==> src/rtl/mem_bus_arbiter_pkg.sv <==
// Shared definitions for the memory bus arbiter: FSM state encodings,
// owner IDs and default widths.
// Build option: ARB_ROUND_ROBIN_EN alternates I/D priority on ties.
package mem_bus_arbiter_pkg;

    localparam int WORD_SIZE_DEF = 16;
    localparam int READ_SIZE_DEF = 4 * WORD_SIZE_DEF;

    // Arbiter FSM states (3-bit encoding)
    typedef enum logic [2:0] {
        ARB_IDLE    = 3'd0,
        ARB_OWN_I   = 3'd1,
        ARB_OWN_D   = 3'd2,
        ARB_OWN_DMA = 3'd3,
        ARB_DRAIN   = 3'd4
    } arb_state_e;

    // Owner IDs returned by the priority picker
    typedef enum logic [1:0] {
        OWN_NONE = 2'd0,
        OWN_I    = 2'd1,
        OWN_D    = 2'd2,
        OWN_DMA  = 2'd3
    } owner_e;

    // Encoding of the 1-bit last-cache-owner register
    localparam logic LAST_I = 1'b0;
    localparam logic LAST_D = 1'b1;

endpackage

==> src/rtl/mem_bus_arbiter_arb_pick.sv <==
// Combinational owner select for the memory bus arbiter.
// DMA always wins. Between the caches, D beats I by default; with
// ARB_ROUND_ROBIN_EN defined, a tie goes to the cache that did not own last.
module arb_pick
    import mem_bus_arbiter_pkg::*;
(
    input  logic   br,
    input  logic   d_req,
    input  logic   i_req,
    input  logic   last_owner,
    output owner_e owner
);

`ifndef ARB_ROUND_ROBIN_EN
    // Fixed priority never looks at history
    logic unused_last_owner;
    assign unused_last_owner = last_owner;
`endif

    // Priority select: DMA, then the cache tie-break, then single requesters
    always_comb begin
        owner = OWN_NONE;
        if (br) begin
            owner = OWN_DMA;
        end else if (d_req && i_req) begin
`ifdef ARB_ROUND_ROBIN_EN
            owner = (last_owner == LAST_D) ? OWN_I : OWN_D;
`else
            owner = OWN_D;
`endif
        end else if (d_req) begin
            owner = OWN_D;
        end else if (i_req) begin
            owner = OWN_I;
        end
    end

endmodule

==> src/rtl/mem_bus_arbiter.sv <==
// Memory bus arbiter: shares one memory port between I-cache, D-cache and DMA.
// A registered FSM picks one owner per transaction, the memory port mirrors
// that owner combinationally, and completion pulses are routed back to it only.
// Build option: ARB_ROUND_ROBIN_EN (alternating I/D tie-break; fixed D > I otherwise).
module mem_bus_arbiter
    import mem_bus_arbiter_pkg::*;
#(
    parameter int WORD_SIZE = WORD_SIZE_DEF,
    parameter int READ_SIZE = 4 * WORD_SIZE
) (
    input  logic                 clk,
    input  logic                 reset_n,
    // I-cache side
    input  logic                 i_readM,
    input  logic [WORD_SIZE-1:0] i_addressM,
    output logic                 i_bus_granted,
    output logic                 i_input_readyM,
    output logic [READ_SIZE-1:0] i_rdata,
    // D-cache side
    input  logic                 d_readM,
    input  logic                 d_writeM,
    input  logic [WORD_SIZE-1:0] d_addressM,
    input  logic [READ_SIZE-1:0] d_wdata,
    output logic                 d_bus_granted,
    output logic                 d_input_readyM,
    output logic                 d_doneM,
    output logic [READ_SIZE-1:0] d_rdata,
    // DMA handshake
    input  logic                 br,
    output logic                 bg,
    // Memory side
    output logic                 readM,
    output logic                 writeM,
    output logic [WORD_SIZE-1:0] addressM,
    output logic [READ_SIZE-1:0] mem_wdata,
    input  logic                 input_readyM,
    input  logic                 doneM,
    input  logic [READ_SIZE-1:0] mem_rdata,
    // Grant statistics
    output logic [15:0]          num_grants_i,
    output logic [15:0]          num_grants_d,
    output logic [15:0]          num_grants_dma
);

    arb_state_e state_q, state_d;
    logic       bg_q, i_bg_q, d_bg_q;
    logic [15:0] cnt_i_q, cnt_i_d;
    logic [15:0] cnt_d_q, cnt_d_d;
    logic [15:0] cnt_dma_q, cnt_dma_d;
    logic       last_owner;
    owner_e     pick;
    logic       d_req;
    logic       d_end;

    assign d_req = d_readM | d_writeM;
    // A D-cache transaction ends on the pulse that matches its request type
    assign d_end = d_readM ? input_readyM : doneM;

`ifdef ARB_ROUND_ROBIN_EN
    logic last_owner_q, last_owner_d;
    assign last_owner = last_owner_q;
`else
    assign last_owner = LAST_I;
`endif

    arb_pick u_pick (
        .br         (br),
        .d_req      (d_req),
        .i_req      (i_readM),
        .last_owner (last_owner),
        .owner      (pick)
    );

    // Next-state, grant counters and tie-break history
    always_comb begin
        state_d   = state_q;
        cnt_i_d   = cnt_i_q;
        cnt_d_d   = cnt_d_q;
        cnt_dma_d = cnt_dma_q;
`ifdef ARB_ROUND_ROBIN_EN
        last_owner_d = last_owner_q;
`endif
        case (state_q)
            ARB_IDLE: begin
                case (pick)
                    OWN_DMA: begin
                        state_d   = ARB_OWN_DMA;
                        cnt_dma_d = cnt_dma_q + 16'd1;
                    end
                    OWN_D: begin
                        state_d = ARB_OWN_D;
                        cnt_d_d = cnt_d_q + 16'd1;
`ifdef ARB_ROUND_ROBIN_EN
                        last_owner_d = LAST_D;
`endif
                    end
                    OWN_I: begin
                        state_d = ARB_OWN_I;
                        cnt_i_d = cnt_i_q + 16'd1;
`ifdef ARB_ROUND_ROBIN_EN
                        last_owner_d = LAST_I;
`endif
                    end
                    default: ;
                endcase
            end
            // Completion or an abandoned request both release the bus via DRAIN
            ARB_OWN_I:   if (!i_readM || input_readyM) state_d = ARB_DRAIN;
            ARB_OWN_D:   if (!d_req || d_end)          state_d = ARB_DRAIN;
            ARB_OWN_DMA: if (!br)                      state_d = ARB_IDLE;
            ARB_DRAIN:   state_d = ARB_IDLE;
            default:     state_d = ARB_IDLE;
        endcase
    end

    // FSM state, registered grant outputs and counters
    always_ff @(posedge clk) begin
        if (!reset_n) begin
            state_q   <= ARB_IDLE;
            bg_q      <= 1'b0;
            i_bg_q    <= 1'b0;
            d_bg_q    <= 1'b0;
            cnt_i_q   <= 16'd0;
            cnt_d_q   <= 16'd0;
            cnt_dma_q <= 16'd0;
`ifdef ARB_ROUND_ROBIN_EN
            last_owner_q <= LAST_I;
`endif
        end else begin
            state_q   <= state_d;
            bg_q      <= (state_d == ARB_OWN_DMA);
            i_bg_q    <= (state_d == ARB_OWN_DMA) || (state_d == ARB_OWN_D);
            d_bg_q    <= (state_d == ARB_OWN_DMA) || (state_d == ARB_OWN_I);
            cnt_i_q   <= cnt_i_d;
            cnt_d_q   <= cnt_d_d;
            cnt_dma_q <= cnt_dma_d;
`ifdef ARB_ROUND_ROBIN_EN
            last_owner_q <= last_owner_d;
`endif
        end
    end

    // Memory port mirrors the current cache owner; completions go to it alone
    always_comb begin
        readM          = 1'b0;
        writeM         = 1'b0;
        addressM       = '0;
        mem_wdata      = '0;
        i_input_readyM = 1'b0;
        d_input_readyM = 1'b0;
        d_doneM        = 1'b0;
        case (state_q)
            ARB_OWN_I: begin
                readM          = i_readM;
                addressM       = i_addressM;
                i_input_readyM = i_readM & input_readyM;
            end
            ARB_OWN_D: begin
                readM          = d_readM;
                writeM         = d_writeM;
                addressM       = d_addressM;
                mem_wdata      = d_wdata;
                d_input_readyM = d_readM & input_readyM;
                d_doneM        = ~d_readM & d_writeM & doneM;
            end
            default: ;
        endcase
    end

    assign bg             = bg_q;
    assign i_bus_granted  = i_bg_q;
    assign d_bus_granted  = d_bg_q;
    assign i_rdata        = mem_rdata;
    assign d_rdata        = mem_rdata;
    assign num_grants_i   = cnt_i_q;
    assign num_grants_d   = cnt_d_q;
    assign num_grants_dma = cnt_dma_q;

endmodule

==> config.mk <==
export PLATFORM = sky130hd
export DESIGN_NAME = mem_bus_arbiter
export DESIGN_NICKNAME = d
export VERILOG_FILES = /design/src/rtl/mem_bus_arbiter_pkg.sv /design/src/rtl/mem_bus_arbiter_arb_pick.sv /design/src/rtl/mem_bus_arbiter.sv
export SDC_FILE = /design/constraint.sdc
export NUM_CORES = 1
export LEC_CHECK = 0
export CAP_MARGIN = 40
export CORE_AREA = 2 2 167 169
export DETAILED_ROUTE_END_ITERATION = 10
export DIE_AREA = 0 0 169 171
export GPL_ROUTABILITY_DRIVEN = 0
export PLACE_DENSITY = 0.48
export SYNTH_ARGS = -nofsm -noshare
export SYNTH_HDL_FRONTEND = slang
export SYNTH_SLANG_ARGS = --single-unit
==> constraint.sdc <==
create_clock -name clk -period 4.6 [get_ports clk]
set_input_delay 1.38 -clock clk [delete_from_list [all_inputs] [get_ports clk]]
set_output_delay 1.38 -clock clk [all_outputs]
set_load 0.01 [all_outputs]
==> results_dict.tcl, run 1 <==
set metrics [dict create \
    status "finished, final reports clean" \
    yosysWarnings 0 \
    worstPathMaxFanout 6 \
    seq_area_um2 1080 \
    vias 3725 \
    ant_nets 0 \
    drt-pass1-iter-count 4 \
    cts_resized 0 \
    synth_enable_flop_cells 0 \
    ys_ff_latch 54 \
    wirelength_mm 16.8 \
    p_total_uw 1590 \
    most-common-layout-cells "clkdlybuf4s50_1 (239), and2_1 (66), dfxtp_1 (54)" \
    postCtsSetupBuffers 0 \
    grt_pass1_wl_mm 23.8 \
    post-route-period-util_pct 92.8 \
    worstHoldPathType "flip-flop to flip-flop" \
    netlist_area_um2 4060 \
    via_per_inst 3.86 \
    crit_path_end_kind "output port" \
    overflow 0 \
    maxCapViolations 0 \
    pre_cts_slack_ps 244 \
    grt_pass1_vias 3659 \
    rows 61 \
    cts_tree "yes" \
    pwr_density_cell_nw_per_um2 263 \
    cts_buffers 5 \
    grt_max_degree 85 \
    drive_gt1_share_pct 3.24 \
    p_leak_uw 0.00206 \
    arrival_ps 2890 \
    synth_cell_types 44 \
    drc_errors 0 \
    finalHoldViolCount 0 \
    relSlewSlack_pct 53.5 \
    worst_slack_ps 331 \
    start_util_pct 14.9 \
    dpl.hpwl_mm 14.2 \
    multi_input_area_um2 1890 \
    clk_pin_slew_ps 80 \
    syn_nets 687 \
    clock_latency_ps 300 \
    die_area_um2 28900 \
    area_growth_pct 48.9 \
    clockBufferDepth 2 \
    drt-initial-drc-count 136 \
    worstRegToRegCells 4 \
    clockRootBuffer "clkbuf_16" \
    layout_commonest_cell "clkdlybuf4s50_1" \
    cts_sinks 54 \
    cts_hold_buf 0 \
    min_period_ps 4270 \
    synthCells 516 \
    finClkSkew_ps 8.14 \
    dieHeight_um 171 \
    worstSetupStartpointType "input pin" \
    slew_violations 0 \
    avgSynthCellArea_um2 7.87 \
    fin_hold_ws_ps 476 \
    critPathRequiredTime_ps 3220 \
    rsz0062_at_grt "no" \
    htree_levels 2 \
    die_x_um 169 \
    port_buffers 239 \
    tightestPinTransition_ps 691 \
    antenna_found_initial 1 \
    vdd.ir_drop.worst_uv 131 \
    utilization_pct 22.1 \
    nFillCells 3059 \
    routedWlPerCell_um 17.4 \
    finalSetupTns_ps 0 \
    worstSetupPathType "input pin to output port" \
    fmax_mhz 234 \
    pin_count 432 \
    nets 788 \
    coreArea_um2 27300 \
    holdPathStages 2 \
    synth-main-ff-cell "dfxtp_1" \
    setup_viol 0 \
    grt_util_all_layers_pct 11.2 \
    synth-async-reset-ratio_pct 0 \
    ys_seq_area_share_pct 26.6 \
]
[power breakdown]
| part | switching (µW) | leakage, µW | total (µW) | internal (µW) |
|---|---|---|---|---|
| logic | 294 | 0.00155 | 671 | 377 |
| clock network | 203 | 0.0000763 | 413 | 210 |
| registers | 23.7 | 0.000437 | 507 | 483 |
| total | 521 | 0.00206 | 1590 | 1070 |
[Yosys cell counts (4+ instances only)]
library cell	n	area share [%]
buf_4	128	24
and2_1	66	10
dfxtp_1	54	27
nor2_1	29	2.7
a21oi_1	24	3.0
nand2_1	20	1.8
clkbuf_1	19	1.8
o21ai_0	19	2.3
a22o_1	17	3.7
or3_1	17	2.6
nand3_1	13	1.6
nand4_1	11	1.7
xnor2_1	11	2.4
xor2_1	10	2.2
inv_1	8	0.74
nor3_1	8	0.99
and3_1	7	1.1
nand2b_1	6	0.92
mux2i_1	5	1.2
nor4_1	4	0.62
[sequential cells by signal, indices dropped and copies added, names as in the netlist]
name and count:
d_bus_granted 1, state_q 3, num_grants_d 16, i_bus_granted 1, num_grants_i 16, bg 1
num_grants_dma 16
[logic make-up after synthesis]
family          synth area share (%)
flops                           26.6
xor+xnor                        4.53
simple gates                    28.6
buf+inv                         27.1
mux                             1.23
compound gates                  11.0
fa+ha+maj                      0.924
[layer usage]
metal / vias to the layer above / share of wire [%] / GRT usage [%]
met5: - / 0 / 0
met4: 0 / 1.0 / 2.64
met3: 10 / 10 / 5.16
met2: 201 / 55 / 22.6
met1: 1695 / 33 / 10.1
li1: 1819 / - / -
[layout make-up]
type / count / area share (%)
clock buffer: 5 / 2.07
inverter: 9 / 0.558
tap: 346 / 7.15
multi-input combinational: 301 / 31.2
clock inverter: 3 / 0.476
antenna: 1 / 0.0414
sequential: 54 / 17.9
timing repair buffer: 246 / 40.6
[metrics by stage]
step / instances / area [µm²]
3_3_place_gp: 956 / 5890
5_1_grt: 964 / 6050
2_1_floorplan: 516 / 4060
6_report: 965 / 6050
3_5_place_dp: 956 / 5890
4_1_cts: 964 / 6050
[final timing paths]
path	from	end	slack, ps
worst max-delay path	i_readM	i_input_readyM	330
worst min-delay path	num_grants_dma[15]$_SDFFE_PN0P_	num_grants_dma[15]$_SDFFE_PN0P_	480
worst max register to register	state_q[2]$_SDFF_PN0_	num_grants_i[15]$_SDFFE_PN0P_	2060
worst min register to register	num_grants_dma[15]$_SDFFE_PN0P_	num_grants_dma[15]$_SDFFE_PN0P_	480
[worst max-delay path, cell delays in order]
cell and delay, ps:
clkdlybuf4s50_1 650, and3_1 260, clkdlybuf4s50_1 600
(Power assumes the default switching activity.)
==> run 2, diff against run 1 <==
--- a/config.mk
+++ b/config.mk
@@ -6,11 +6,13 @@
 export NUM_CORES = 1
 export LEC_CHECK = 0
 export CAP_MARGIN = 40
-export CORE_AREA = 2 2 167 169
+export CORE_AREA = 2 2 169 171
+export CTS_BUF_LIST = sky130_fd_sc_hd__clkbuf_4
 export DETAILED_ROUTE_END_ITERATION = 10
-export DIE_AREA = 0 0 169 171
+export DIE_AREA = 0 0 171 173
 export GPL_ROUTABILITY_DRIVEN = 0
-export PLACE_DENSITY = 0.48
+export PLACE_DENSITY = 0.47
+export SLEW_MARGIN = 5
 export SYNTH_ARGS = -nofsm -noshare
 export SYNTH_HDL_FRONTEND = slang
 export SYNTH_SLANG_ARGS = --single-unit
==> run 2 against run 1 <==
Against the previous run: combinational power grew 1%; critical path type unchanged; critical endpoint is now d_input_readyM; flip-flop and latch count is the same; critical path depth is the same; global-route usage is essentially flat.
==> results_dict.tcl, run 2 (synthesis results as in run 1) <==
set metrics [dict create \
    status "finished, final reports clean" \
    drive_gt1_share_pct 3.55 \
    p_leak_uw 0.00204 \
    n_antenna_cell 0 \
    critPathSlowestCell "clkdlybuf4s50_1" \
    clock_latency_ps 400 \
    path_common_cell "clkdlybuf4s50_1" \
    cp_slowest_stage_delay_ps 690 \
    area_growth_pct 48.8 \
    postCtsSetupBuffers 0 \
    nets 790 \
    die_area_um2 29600 \
    arrival_ps 2950 \
    antenna_found_initial 3 \
    rsz0062_at_grt "no" \
    cts_sinks 54 \
    busiest_layer "met2" \
    finClkSkew_ps 11.4 \
    cts_resized 0 \
    grt_util_met3_pct 4.53 \
    dieHeight_um 173 \
    grt_pass1_vias 3674 \
    most-common-layout-cells "clkdlybuf4s50_1 (239), and2_1 (66), dfxtp_1 (54)" \
    reg2reg_slack_ps 2110 \
    ant_nets 0 \
    grt_util_met1_pct 11.2 \
    drc_errors 0 \
    pin_count 432 \
    clk_pin_slew_ps 170 \
    utilization_pct 21.9 \
    grt_pass1_wl_mm 24.3 \
    die_x_um 171 \
    layout_commonest_cell "clkdlybuf4s50_1" \
    grt_max_degree 85 \
    wirelength_mm 17.1 \
    final_area_um2 6040 \
    clockBufferDepth 2 \
    worst_slack_ps 272 \
    post-route-period-util_pct 94.1 \
    cts_buffers 5 \
    path_buf_inv 2 \
    setup_viol 0 \
    overflow 0 \
    crit_path_end_kind "output port" \
    grt_util_all_layers_pct 11.2 \
    maxCapViolations 0 \
    relSlewSlack_pct 56.8 \
    worstSetupPathType "input pin to output port" \
    drt-pass1-iter-count 4 \
    vias 3737 \
    pre_cts_slack_ps 209 \
    pwr_density_cell_nw_per_um2 245 \
    crit_family "buffers and inverters" \
    port_buffers 239 \
    cts_hold_buf 0 \
    fmax_mhz 231 \
    tightestPinTransition_ps 642 \
    worstHoldPathType "flip-flop to flip-flop" \
    finalSetupTns_ps 0 \
    dpl.hpwl_mm 14.5 \
    worstPathMaxFanout 4 \
    coreArea_um2 27600 \
    rows 61 \
    worstPathCellList "clkdlybuf4s50_1 > and3_1 > clkdlybuf4s50_1" \
    gr-usage-met2_pct 21.2 \
    worstSetupStartpointType "input pin" \
    slew_violations 0 \
    critPathRequiredTime_ps 3220 \
    min_period_ps 4330 \
    place_area_um2 5960 \
    start_util_pct 14.7 \
    routedWlPerCell_um 17.1 \
    vdd.ir_drop.worst_uv 95.9 \
    via_per_inst 3.74 \
    htree_levels 2 \
    cts_tree "yes" \
    clockRootBuffer "clkbuf_4" \
    drt-initial-drc-count 158 \
    finalHoldViolCount 0 \
]
-- run 2: through the flow --
| step | total power [µW] | std cells | hold WS (ps) |
|---|---|---|---|
| after floorplan | 891 | 516 | 490 |
| after global placement | 1220 | 990 | 463 |
| after detailed placement | 1220 | 990 | 472 |
| after CTS | 1520 | 998 | 497 |
| after global routing | 1560 | 998 | 524 |
| final | 1480 | 998 | 489 |
-- run 2: per-layer routing --
metal | share of wire, % | vias up
met1 | 36 | 1696
li1 | - | 1813
met4 | 1.7 | 0
met3 | 9.1 | 31
met5 | 0 | -
met2 | 53 | 197
-- run 2: layout make-up --
type	instances	area, µm²
Fill cell	3142	21600
Timing Repair Buffer	248	2480
Multi-Input combinational cell	301	1890
Sequential cell	54	1080
Tap cell	378	473
Clock buffer	6	45.0
Clock inverter	2	37.5
Inverter	9	33.8
-- run 2: worst register-to-register path, cell delays in order (launching register included) --
cell     delay (ps)
dfxtp_1         430
or4_4           660
or4b_1          700
or4_1           520
a21oi_1         140
-- run 2: power by group --
part           switching [µW]  leakage, µW  total (µW)  internal, µW
Combinational             301      0.00157         681           379
Clock                     168    0.0000419         288           121
Sequential               25.7     0.000437         510           485
Total                     495      0.00204        1480           984
-- run 2: path summary, 6_finish.rpt --
kind / end / start / cells after the start
max: d_input_readyM / d_readM / 3
min: num_grants_dma[15]$_SDFFE_PN0P_ / num_grants_dma[15]$_SDFFE_PN0P_ / 2
max reg2reg: num_grants_i[15]$_SDFFE_PN0P_ / state_q[2]$_SDFF_PN0_ / 4
min reg2reg: num_grants_dma[15]$_SDFFE_PN0P_ / num_grants_dma[15]$_SDFFE_PN0P_ / 2
==> run 3, diff against run 2 <==
--- a/config.mk
+++ b/config.mk
@@ -5,13 +5,14 @@
 export SDC_FILE = /design/constraint.sdc
 export NUM_CORES = 1
 export LEC_CHECK = 0
+export ABC_AREA = 1
 export CAP_MARGIN = 40
-export CORE_AREA = 2 2 169 171
+export CORE_AREA = 2 2 168 170
 export CTS_BUF_LIST = sky130_fd_sc_hd__clkbuf_4
 export DETAILED_ROUTE_END_ITERATION = 10
-export DIE_AREA = 0 0 171 173
+export DIE_AREA = 0 0 170 172
 export GPL_ROUTABILITY_DRIVEN = 0
-export PLACE_DENSITY = 0.47
+export PLACE_DENSITY = 0.5
 export SLEW_MARGIN = 5
 export SYNTH_ARGS = -nofsm -noshare
 export SYNTH_HDL_FRONTEND = slang
==> run 3 against run 2 <==
Against the previous run: sequential power decreased by 2%; via count increased by 20%; global-route usage increased by 0.24 points; flip-flop and latch count unchanged; area after synthesis increased by 12%; clock power decreased by 9.7%.
==> results_dict.tcl, run 3 <==
set metrics [dict create \
    most-common-layout-cells "clkdlybuf4s50_1 (239), nor2_1 (138), nand2_1 (125)" \
    crit_family "buffers and inverters" \
    min_period_ps 4230 \
    finalHoldViolCount 0 \
    cts_resized 0 \
    synth_common_cells "nor2_1 (138), buf_4 (129), nand2_1 (125), inv_1 (116), dfxtp_1 (54)" \
    finClkSkew_ps 34.0 \
    ant_nets 0 \
    clockBufferDepth 2 \
    critPathSlowestCell "clkdlybuf4s50_1" \
    rows 61 \
    antenna_found_initial 1 \
    arrival_ps 2850 \
    routedWlPerCell_um 14.6 \
    avgSynthCellArea_um2 6.22 \
    synth.top_cell.area_share_pct 23.8 \
    worstPathMaxFanout 2 \
    crit_path_end_kind "output port" \
    clock_latency_ps 440 \
    cts_hold_buf 0 \
    utilization_pct 23.4 \
    synth-async-reset-ratio_pct 0 \
    htree_levels 2 \
    rsz0062_at_grt "no" \
    path_depth 4 \
    post-route-period-util_pct 92.0 \
    holdPathStages 1 \
    slew_violations 0 \
    tightestPinTransition_ps 821 \
    drt-pass1-iter-count 4 \
    wirelength_mm 17.2 \
    synth_compound_gate_area_share_pct 9.75 \
    nFillCells 3073 \
    port_buffers 239 \
    cp_slowest_stage_delay_ps 590 \
    synth-main-ff-cell "dfxtp_1" \
    grt_pass1_wl_mm 25.7 \
    synthSimpleGateAreaFrac_pct 31.2 \
    clockRootBuffer "clkbuf_4" \
    synthCells 731 \
    n_antenna_cell 0 \
    ys_seq_area_share_pct 23.8 \
    synth_top_family_by_area "buffers and inverters" \
    finalSetupTns_ps 0 \
    worstPathCellList "clkdlybuf4s50_1 > inv_1 > nor3_1 > clkdlybuf4s50_1" \
    syn_nets 902 \
    overflow 0 \
    synth_cell_types 34 \
    drc_errors 0 \
    relSlewSlack_pct 45.2 \
    synthXorXnorAreaFrac_pct 1.35 \
    pwr_density_cell_nw_per_um2 214 \
    start_util_pct 16.5 \
    synth_mux_area_share_pct 0 \
    worstRegToRegCells 6 \
    grt_max_degree 58 \
    synth_most_common_cell "nor2_1" \
    critPathRequiredTime_ps 3220 \
    ys_ff_latch 54 \
    cts_tree "yes" \
    status "finished, final reports clean" \
    layout_commonest_cell "clkdlybuf4s50_1" \
    synth.area.top_cells "dfxtp_1 (24%), buf_4 (21%), nor2_1 (11%)" \
    area_growth_pct 41.6 \
    synth_enable_flop_cells 0 \
    path_buf_inv 3 \
    postCtsSetupBuffers 0 \
    nets 1008 \
    p_leak_uw 0.00252 \
    dieHeight_um 172 \
    coreArea_um2 27500 \
    vdd.ir_drop.worst_uv 103 \
    die_x_um 170 \
    pin_count 432 \
    netlist_area_um2 4540 \
    synth_fa_ha_area_share_pct 0.826 \
    drive_gt1_share_pct 4.53 \
    grt_pass1_vias 4437 \
    grt_util_all_layers_pct 11.4 \
    maxCapViolations 0 \
    yosysTopAreaCell "dfxtp_1" \
    worstSetupStartpointType "input pin" \
    yosysWarnings 0 \
    vias 4494 \
    path_common_cell "clkdlybuf4s50_1" \
    dpl.hpwl_mm 14.0 \
    cts_buffers 5 \
    via_per_inst 3.80 \
    setup_viol 0 \
    drt-initial-drc-count 138 \
    clk_pin_slew_ps 210 \
    worstHoldPathType "flip-flop to flip-flop" \
    worstSetupPathType "input pin to output port" \
    fmax_mhz 236 \
    die_area_um2 29200 \
    cts_sinks 54 \
]
[run 3: cell types whose count changed after synthesis, sizes merged, moves of 11 or more]
cell,previous run,this run
and2,66,0
inv,8,121
nor2,29,149
or3,17,0
clkbuf,19,8
nand2,20,131
[run 3: cells by family (layout without fill, tap and decap cells)]
family / after synthesis / after routing
DFF: 54 / 54
AOI/OAI and AO/OA: 74 / 74
adders and majority gates: 3 / 3
buffers and inverters: 266 / 373
xor gates and xnor gates: 7 / 7
and+or+nand+nor: 327 / 327
[run 3: area by class of cell]
class / count / area (µm²) / share of cell area [%]
tap: 346 / 433 / 6.73
inverter: 121 / 454 / 7.06
timing repair buffer: 244 / 2440 / 37.9
sequential: 54 / 1080 / 16.8
multi-input combinational: 411 / 1960 / 30.4
clock inverter: 3 / 28.8 / 0.447
clock buffer: 5 / 37.5 / 0.583
[run 3: worst paths after layout]
check,end,slack [ps],startpoint
setup reg to reg,state_q[0]$_SDFF_PN0_,2420,state_q[0]$_SDFF_PN0_
hold reg to reg,num_grants_d[3]$_SDFFE_PN0P_,510,num_grants_d[3]$_SDFFE_PN0P_
hold / removal,num_grants_d[3]$_SDFFE_PN0P_,510,num_grants_d[3]$_SDFFE_PN0P_
setup / recovery,i_input_readyM,370,input_readyM
[run 3: metrics by stage]
stage                     total power, µW  setup WS [ps]  hold WS [ps]  std cells  cell area [µm²]
final                                1370            369           514       1184             6440
after global routing                 1460            257           536       1184             6440
after CTS                            1400            340           518       1184             6440
after detailed placement             1130            350           477       1176             6370
after global placement               1130            372           484       1176             6370
after floorplan                       874           1440           493        731             4540
[run 3: routing by layer]
| metal | share of wire [%] | global-route usage (%) | vias to the layer above |
|---|---|---|---|
| met3 | 8.9 | 3.87 | 76 |
| met1 | 44 | 13.8 | 1920 |
| met4 | 4.2 | 5.17 | 2 |
| li1 | - | - | 2309 |
| met2 | 43 | 18.3 | 187 |
| met5 | 0.27 | 1.22 | - |
[run 3: where the power goes]
part / internal, µW / switching (µW) / leakage [µW] / total [µW]
Clock: 66.8 / 193 / 0.0000377 / 260
Combinational: 320 / 297 / 0.00204 / 617
Sequential: 483 / 14.5 / 0.000437 / 498
Total: 870 / 505 / 0.00252 / 1370
